===== src/rtl/eth_tx_arb_pkg.sv =====
// rtl/eth_tx_arb_pkg.sv - shared types and constants for the TX frame arbiter
package eth_tx_arb_pkg;

    typedef enum logic [1:0] {
        IDLE  = 2'd0,
        PASS  = 2'd1,
        ABORT = 2'd2,
        DRAIN = 2'd3
    } arb_state_t;

    localparam logic [7:0] ABORT_DATA = 8'h00;
    localparam int         STALL_W    = 16;

endpackage


===== src/rtl/eth_rr_pick.sv =====
// rtl/eth_rr_pick.sv - combinational rotating-priority pick starting at rr_ptr
module eth_rr_pick #(
    parameter int PORTS = 4,
    parameter int IDX_W = $clog2(PORTS)
) (
    input  logic [PORTS-1:0] req,
    input  logic [IDX_W-1:0] rr_ptr,
    output logic             found,
    output logic [IDX_W-1:0] index
);

    int cand;

    // Walk from farthest to nearest so the port closest to rr_ptr wins last.
    always_comb begin
        found = 1'b0;
        index = '0;
        cand  = 0;
        for (int k = PORTS - 1; k >= 0; k--) begin
            cand = int'(rr_ptr) + k;
            if (cand >= PORTS) begin
                cand = cand - PORTS;
            end
            if (req[cand]) begin
                found = 1'b1;
                index = IDX_W'(cand);
            end
        end
    end

endmodule


===== src/rtl/eth_tx_frame_arb.sv =====
// rtl/eth_tx_frame_arb.sv - frame-granular round-robin TX arbiter; stall abort enabled by ETH_TX_ARB_TIMEOUT_EN
module eth_tx_frame_arb
    import eth_tx_arb_pkg::*;
#(
    parameter int PORTS   = 4,
    parameter int TIMEOUT = 1024
) (
    input  logic                     clk,
    input  logic                     rst,
    input  logic [PORTS*8-1:0]       s_axis_tdata,
    input  logic [PORTS-1:0]         s_axis_tvalid,
    output logic [PORTS-1:0]         s_axis_tready,
    input  logic [PORTS-1:0]         s_axis_tlast,
    input  logic [PORTS-1:0]         s_axis_tuser,
    output logic [7:0]               m_axis_tdata,
    output logic                     m_axis_tvalid,
    input  logic                     m_axis_tready,
    output logic                     m_axis_tlast,
    output logic                     m_axis_tuser,
    output logic [$clog2(PORTS)-1:0] grant,
    output logic                     busy,
    output logic                     frame_done,
    output logic                     frame_abort
);

    localparam int IDX_W = $clog2(PORTS);

    arb_state_t       state;
    logic [IDX_W-1:0] grant_q;
    logic [IDX_W-1:0] rr_ptr;
    logic [IDX_W-1:0] next_ptr;
    logic             pick_found;
    logic [IDX_W-1:0] pick_idx;
    logic [7:0]       lane_data [PORTS];
    logic             src_valid;
    logic             src_last;
    logic             src_user;

    eth_rr_pick #(.PORTS(PORTS), .IDX_W(IDX_W)) u_pick (
        .req    (s_axis_tvalid),
        .rr_ptr (rr_ptr),
        .found  (pick_found),
        .index  (pick_idx)
    );

    always_comb begin
        for (int i = 0; i < PORTS; i++) begin
            lane_data[i] = s_axis_tdata[8*i +: 8];
        end
    end

    assign src_valid = s_axis_tvalid[grant_q];
    assign src_last  = s_axis_tlast[grant_q];
    assign src_user  = s_axis_tuser[grant_q];
    assign next_ptr  = (grant_q == IDX_W'(PORTS - 1)) ? '0 : grant_q + 1'b1;
    assign grant     = grant_q;
    assign busy      = (state != IDLE);

    always_comb begin
        m_axis_tvalid = 1'b0;
        m_axis_tdata  = 8'h00;
        m_axis_tlast  = 1'b0;
        m_axis_tuser  = 1'b0;
        s_axis_tready = '0;
        case (state)
            PASS: begin
                m_axis_tvalid          = src_valid;
                m_axis_tdata           = lane_data[grant_q];
                m_axis_tlast           = src_last;
                m_axis_tuser           = src_user;
                s_axis_tready[grant_q] = m_axis_tready;
            end
`ifdef ETH_TX_ARB_TIMEOUT_EN
            ABORT: begin
                m_axis_tvalid = 1'b1;
                m_axis_tdata  = ABORT_DATA;
                m_axis_tlast  = 1'b1;
                m_axis_tuser  = 1'b1;
            end
            DRAIN: begin
                s_axis_tready[grant_q] = 1'b1;
            end
`endif
            default: ;
        endcase
    end

    assign frame_done = (state == PASS) && src_valid && m_axis_tready && src_last;

`ifdef ETH_TX_ARB_TIMEOUT_EN
    logic [STALL_W-1:0] stall_cnt;
    logic [STALL_W-1:0] stall_nxt;

    assign stall_nxt   = stall_cnt + 1'b1;
    assign frame_abort = (state == ABORT) && m_axis_tready;
`else
    assign frame_abort = 1'b0;
`endif

    always_ff @(posedge clk) begin
        if (rst) begin
            state   <= IDLE;
            grant_q <= '0;
            rr_ptr  <= '0;
`ifdef ETH_TX_ARB_TIMEOUT_EN
            stall_cnt <= '0;
`endif
        end else begin
            case (state)
                IDLE: begin
                    if (pick_found) begin
                        grant_q <= pick_idx;
                        state   <= PASS;
`ifdef ETH_TX_ARB_TIMEOUT_EN
                        stall_cnt <= '0;
`endif
                    end
                end
                PASS: begin
                    if (src_valid && m_axis_tready) begin
`ifdef ETH_TX_ARB_TIMEOUT_EN
                        stall_cnt <= '0;
`endif
                        if (src_last) begin
                            rr_ptr <= next_ptr;
                            state  <= IDLE;
                        end
                    end
`ifdef ETH_TX_ARB_TIMEOUT_EN
                    // Only a silent source counts; downstream backpressure never aborts.
                    else if (!src_valid) begin
                        stall_cnt <= stall_nxt;
                        if (stall_nxt == STALL_W'(TIMEOUT)) begin
                            state <= ABORT;
                        end
                    end
`endif
                end
`ifdef ETH_TX_ARB_TIMEOUT_EN
                ABORT: begin
                    if (m_axis_tready) begin
                        rr_ptr <= next_ptr;
                        state  <= DRAIN;
                    end
                end
                DRAIN: begin
                    if (src_valid && src_last) begin
                        state <= IDLE;
                    end
                end
`endif
                default: state <= IDLE;
            endcase
        end
    end

endmodule


===== config.mk =====
export PLATFORM = sky130hd
export DESIGN_NAME = eth_tx_frame_arb
export DESIGN_NICKNAME = d
export VERILOG_FILES = /design/src/rtl/eth_tx_arb_pkg.sv /design/src/rtl/eth_rr_pick.sv /design/src/rtl/eth_tx_frame_arb.sv
export SDC_FILE = /design/constraint.sdc
export NUM_CORES = 1
export LEC_CHECK = 0
export CAP_MARGIN = 20
export CORE_MARGIN = 3
export CORE_UTILIZATION = 25
export DETAILED_ROUTE_END_ITERATION = 10
export PLACE_DENSITY = 0.81
export SLEW_MARGIN = 20
export SYNTH_ARGS = -nofsm -noshare
export SYNTH_HDL_FRONTEND = slang
export SYNTH_SLANG_ARGS = --single-unit

===== constraint.sdc =====
create_clock -name clk -period 1.6 [get_ports clk]
set_input_delay 0.32 -clock clk [delete_from_list [all_inputs] [get_ports clk]]
set_output_delay 0.32 -clock clk [all_outputs]
set_load 0.02 [all_outputs]

## Yosys cells after proc, flatten, opt, wreduce, memory -nomap -nowiden

Index checks and enable logic that the tools add are counted.
W data, S select, Z words.

| storage, ports and cells | value |
|---|---|
| flip-flop bits (word level) | 6 |
| bits of input ports | 47 |
| output and inout port bits | 20 |
| logic and storage cells | 84 |

| operators by class | value |
|---|---|
| $add $sub $neg | 8 |
| $lt $le $gt $ge | 11 |
| equality and inequality tests | 5 |
| multiplexer cells | 45 |
| bitwise logic cells | 2 |
| reductions and logical operators | 10 |

Operators by type and width:

| cell | count |
|---|---|
| $lt A32 B4 Y1 const B | 4 |
| $mux W32 | 4 |
| $ge A32 B4 Y1 const B | 3 |
| $sub A32 B4 Y32 const B | 3 |
| $mux W8 | 3 |
| $mux W1 | 19 |
| $bmux W8 S2 | 1 |
| $mux W2 | 8 |
| $bmux W1 S2 | 7 |
| $add A2 B2 Y3 const B | 2 |
| $reduce_and A3 Y1 | 2 |
| $logic_and A1 B1 Y1 | 5 |
| $and A4 B4 Y4 | 1 |
| $mux W4 | 1 |
| $ne A2 B2 Y1 const B | 2 |
| $pmux W2 S2 | 1 |
| $sub A2 B3 Y4 const B | 1 |
| $add A2 B1 Y3 const B | 1 |
| $ge A2 B3 Y1 const B | 1 |
| $ge A3 B3 Y1 const B | 1 |
| $lt A2 B3 Y1 const B | 1 |
| $not A2 Y3 | 1 |
| $add A2 B1 Y2 const B | 1 |
| $demux W1 S2 | 1 |
| other kinds (7) | 7 |

## Depth between registers and ports, before layout

| depth | value |
|---|---|
| depth after elaboration | 12 |
| gate-level depth with buffers | 6 |
| depth with buffers taken out | 4 |

## By module

From an unflattened synthesis, not the netlist that was laid out.

| unflattened totals | value |
|---|---|
| cell total of the unflattened synthesis | 79 |
| area total of the unflattened synthesis | 738.2 um^2 |

Modules (own cells, without submodules):

| module | instances | cells an instance | area each (um^2) | sequential area each (um^2) |
|---|---|---|---|---|
| eth_tx_frame_arb | 1 | 66 | 660.6 | 100.1 |
| eth_rr_pick | 1 | 13 | 77.6 | 0.0 |

## Worst setup path before layout

Ideal clock, no wire load.

| path | value |
|---|---|
| path kind | register to output |
| from | register grant_q[0], in the netlist grant[0] |
| to | output m_axis_tdata[0] |
| arrival time | 1.478 ns |
| data required time | 1.280 ns |
| path slack | -0.198 ns |
| cell stages (with the launch flop) | 5 |
| buffers on the path | 2 |
| cell sequence | dfxtp_1 > buf_6 > buf_12 > mux4_2 > and2_1 |

| between the ends | value |
|---|---|
| longest elaborated chain between the ends | 5 |

Ends and longest elaborated chain:

| what | line | text |
|---|---|---|
| start, declared | eth_tx_frame_arb.sv:29 | `logic [IDX_W-1:0] grant_q;` |
| start signal, assigned | eth_tx_frame_arb.sv:112 | `grant_q <= pick_idx;` |
| $not A2 Y3 (not written as such) | eth_tx_frame_arb.sv:68 | `m_axis_tdata = lane_data[grant_q];` |
| $bmux W8 S2 | eth_tx_frame_arb.sv:68 |  |
| $mux W8 (not written as such) (2 in series) | eth_tx_frame_arb.sv:68 |  |
| $mux W8 | eth_tx_frame_arb.sv:65 | `case (state)` |
| end, declared | eth_tx_frame_arb.sv:15 | `output logic [7:0] m_axis_tdata,` |

No other way between the ends. The select of a mux whose other input is x is not followed.

## Worst setup path after layout

| path | value |
|---|---|
| from | register grant_q[0], in the netlist grant[0] |
| to | output frame_done |

| between the ends | value |
|---|---|
| longest elaborated chain between the ends | 5 |
| elaborated cells on any way between the ends | 7 |
| classes of those cells | mux: 4; reduce/logical: 3 |

Ends and longest elaborated chain:

| what | line | text |
|---|---|---|
| $bmux W1 S2 | eth_tx_frame_arb.sv:52 | `assign src_valid = s_axis_tvalid[grant_q];` |
| $mux W1 (not written as such) | eth_tx_frame_arb.sv:52 |  |
| $logic_and A1 B1 Y1 (2 in series) | eth_tx_frame_arb.sv:88 | `assign frame_done = (state == PASS) && src_valid && m_axis_tready && src_last;` |
| $logic_and A1 B1 Y1 (*) | eth_tx_frame_arb.sv:88 |  |
| end, declared | eth_tx_frame_arb.sv:22 | `output logic frame_done,` |

Mark *: on every way between the ends. The rest lies on a longest branch, timed or not. The select of a mux whose other input is x is not followed.

==> results.sh <==
export IMPL_cap_violations=0
export IMPL_postLayoutCoreUtil=0.579
export IMPL_power_density_nw_per_um2=465
export IMPL_ys_ff_latch=5
export IMPL_clockBufferDepth=2
export IMPL_netlist_cell_type_count=26
export IMPL_start_util=0.264
export IMPL_met3_usage=0.0346
export IMPL_min_path_type="register to register"
export IMPL_cpPeakStageDelay_ps=520
export IMPL_power_mw=0.749
export IMPL_gp_congestion=0.757
export IMPL_dp_hpwl_microns=2320
export IMPL_dp_slack_ps=-768
export IMPL_synth_async_reset_ratio=0
export IMPL_cts_hold_buf=0
export IMPL_path_cells="buf_6, mux4_2, and4_4, buf_6"
export IMPL_cp_arrival_ps=1560
export IMPL_path_clk_slew_ps=40
export IMPL_seqPwrFrac=0.193
export IMPL_dieArea_sq_um=3620
export IMPL_seq_area_sq_um=109
export IMPL_leakage_nw=0.678
export IMPL_required_ps=1280
export IMPL_met1_usage=0.157
export IMPL_instances_no_fill=185
export IMPL_violations="negative setup slack"
export IMPL_ir_drop_mv=0.300
export IMPL_switchingPower_mw=0.230
export IMPL_drt_antenna_violating_nets=0
export IMPL_max_freq_mhz=531
export IMPL_clkPwrFrac=0.196
export IMPL_syn_area_sq_um=733
export IMPL_setup_worst_path_start_class="register"
export IMPL_clk_latency_ps=240
export IMPL_grt_max_degree=9
export IMPL_antenna_found_initial=0
export IMPL_use_met2=0.289
export IMPL_area_growth_pct=120
export IMPL_synth_edf_count=0
export IMPL_setup_tns_ps=-3540
export IMPL_status="complete, but fails checks"
export IMPL_fp_row_count=19
export IMPL_cts_htree_levels=1
export IMPL_crit_top_cell="buf_6"
export IMPL_ioPinCount=67
export IMPL_grt_setup_unrepaired="true"
export IMPL_nNetsFinal=206
export IMPL_num_antenna_cells=0
export IMPL_wl_per_cell_microns=15.1
export IMPL_drive_above_1_share=0.468
export IMPL_period_minus_slack_ps=1880
export IMPL_placed_area_sq_um=1510
export IMPL_coreArea_sq_um=2780
export IMPL_hold_viol=0
export IMPL_io_buffers=65
export IMPL_slew_violations=0
export IMPL_clock_sinks=5
export IMPL_gr_total_overflow=0
export IMPL_drtPass1Iterations=4
export IMPL_die_h_microns=60.2
export IMPL_via_per_inst=4.85
export IMPL_grt_busiest_layer="met2"
export IMPL_wl_microns=2800
export IMPL_critPathSlowestCell="mux4_2"
export IMPL_end_kind="output port"
export IMPL_ys_seq_area_frac=0.137
export IMPL_first_global_vias=856
export IMPL_worst_setup_path_type="register to output port"
export IMPL_vias=898
export IMPL_drcViolationCount=0
export IMPL_numCtsBuffers=3
export IMPL_ys_warn_count=0
export IMPL_multi_input_comb_area_sq_um=607
export IMPL_path_max_fanout=5
export IMPL_grt_pass1_wl_microns=4000
export IMPL_final_area_sq_um=1610
export IMPL_ys_flop_type="dfxtp_1"
export IMPL_avgSynthCellArea_sq_um=10.3
export IMPL_dp_cells=175
export IMPL_pwr_share_comb=0.611
export IMPL_p_int_mw=0.519
export IMPL_sw_frac_of_total=0.307
export IMPL_clockRootBuffer="clkbuf_4"
export IMPL_dieWidth_microns=60.2
export IMPL_cts_tree="done"
export IMPL_finalCritPeriodShare=1.18
export IMPL_n_fill_cell=227
export IMPL_syn_num_nets=122
export IMPL_drtIter0Drc=43
export IMPL_clock_skew_ps=3.76
export IMPL_postSynthCellCount=71
export IMPL_hold_slack_ps=546
export IMPL_setup_viol=18
export IMPL_gr_usage_all_layers=0.148
export IMPL_setup_slack_ps=-283
-- registers in the layout, summed over array words and instances, names as in the netlist --
| name | flops |
|---|---|
| rr_ptr | 2 |
| state | 1 |
| grant | 2 |
-- path summary, 6_finish.rpt --
path	slack [ps]	startpoint	to	cells after the start
worst max-delay path	-280	grant[0]	frame_done	4
worst min-delay path	550	rr_ptr[0]	rr_ptr[0]	2
worst max register to register	-60	grant[0]	rr_ptr[0]	6
worst min register to register	550	rr_ptr[0]	rr_ptr[0]	2
-- Yosys cell counts (2+ instances only) --
| library cell | n | area share |
|---|---|---|
| a21oi_1 | 5 | 0.034 |
| and2_1 | 10 | 0.085 |
| and3_1 | 4 | 0.034 |
| buf_6 | 2 | 0.031 |
| dfxtp_1 | 5 | 0.14 |
| ha_1 | 4 | 0.068 |
| inv_1 | 3 | 0.015 |
| mux2i_1 | 3 | 0.041 |
| mux4_1 | 3 | 0.11 |
| mux4_2 | 8 | 0.25 |
| nand2_1 | 3 | 0.015 |
| nor2_1 | 7 | 0.036 |
-- repair_timing --
action	CTS	global route
setup endpoints to repair	23	21
setup buffers	5	3
pin swaps	13	3
gates resized for setup	109	17
-- layout by cell type (no fill, tap or decap) --
cell type / instances
o221ai_1: 1
and2_4: 11
clkbuf_2: 1
buf_6: 18
inv_1: 2
a21oi_1: 5
or4_1: 1
nand2_1: 3
buf_12: 1
or2_1: 1
mux4_2: 11
conb_1: 1
and3_1: 1
inv_2: 1
dfxtp_1: 2
clkbuf_1: 1
nand2b_1: 1
nor4_1: 1
o21a_1: 1
clkdlybuf4s50_1: 37
nor3_2: 1
ha_4: 1
dlygate4sd2_1: 11
dfxtp_2: 1
clkbuf_4: 3
buf_4: 16
buf_2: 1
mux2i_1: 3
and4_4: 1
nor2_1: 7
ha_1: 3
dfxtp_4: 2
and3_4: 3
-- per-layer routing --
metal | wire [microns] | up-vias
met1 | 978 | 422
met3 | 341 | 0
li1 | - | 429
met2 | 1480 | 47
met4 | 0 | 0
met5 | 0 | -
-- final cells by class --
class / count / area share
inverters: 3 / 0.00699
well taps: 31 / 0.0241
clock buffers: 4 / 0.0163
flip-flops and latches: 5 / 0.0675
repair buffers: 85 / 0.509
multi-input cells: 57 / 0.377
-- cell families (layout without fill, tap and decap cells) --
kind of cell    Yosys count  after routing  share of synthesized area
simple gates             31             31                      0.246
compound gates            7              7                     0.0563
fa+ha+maj                 4              4                     0.0683
mux                      14             14                      0.394
buf+inv                   9             92                     0.0938
flops                     5              5                      0.137
other cells               1              1                    0.00511
-- power by group through the flow --
stage          Combinational, mW  Sequential, mW  Clock [mW]
5_1_grt                    0.487           0.146       0.161
3_3_place_gp               0.415           0.146           0
4_1_cts                    0.450           0.143       0.152
6_report                   0.458           0.145       0.147
2_1_floorplan              0.190           0.151           0
3_5_place_dp               0.427           0.146           0
-- worst max-delay path: cells and delay by family (launching register included) --
| kind | cells | cell delay (ps) |
|---|---|---|
| and+or+nand+nor | 1 | 200 |
| muxes | 1 | 520 |
| DFF | 1 | 380 |
| buffers and inverters | 2 | 230 |
(Power assumes the default switching activity.)
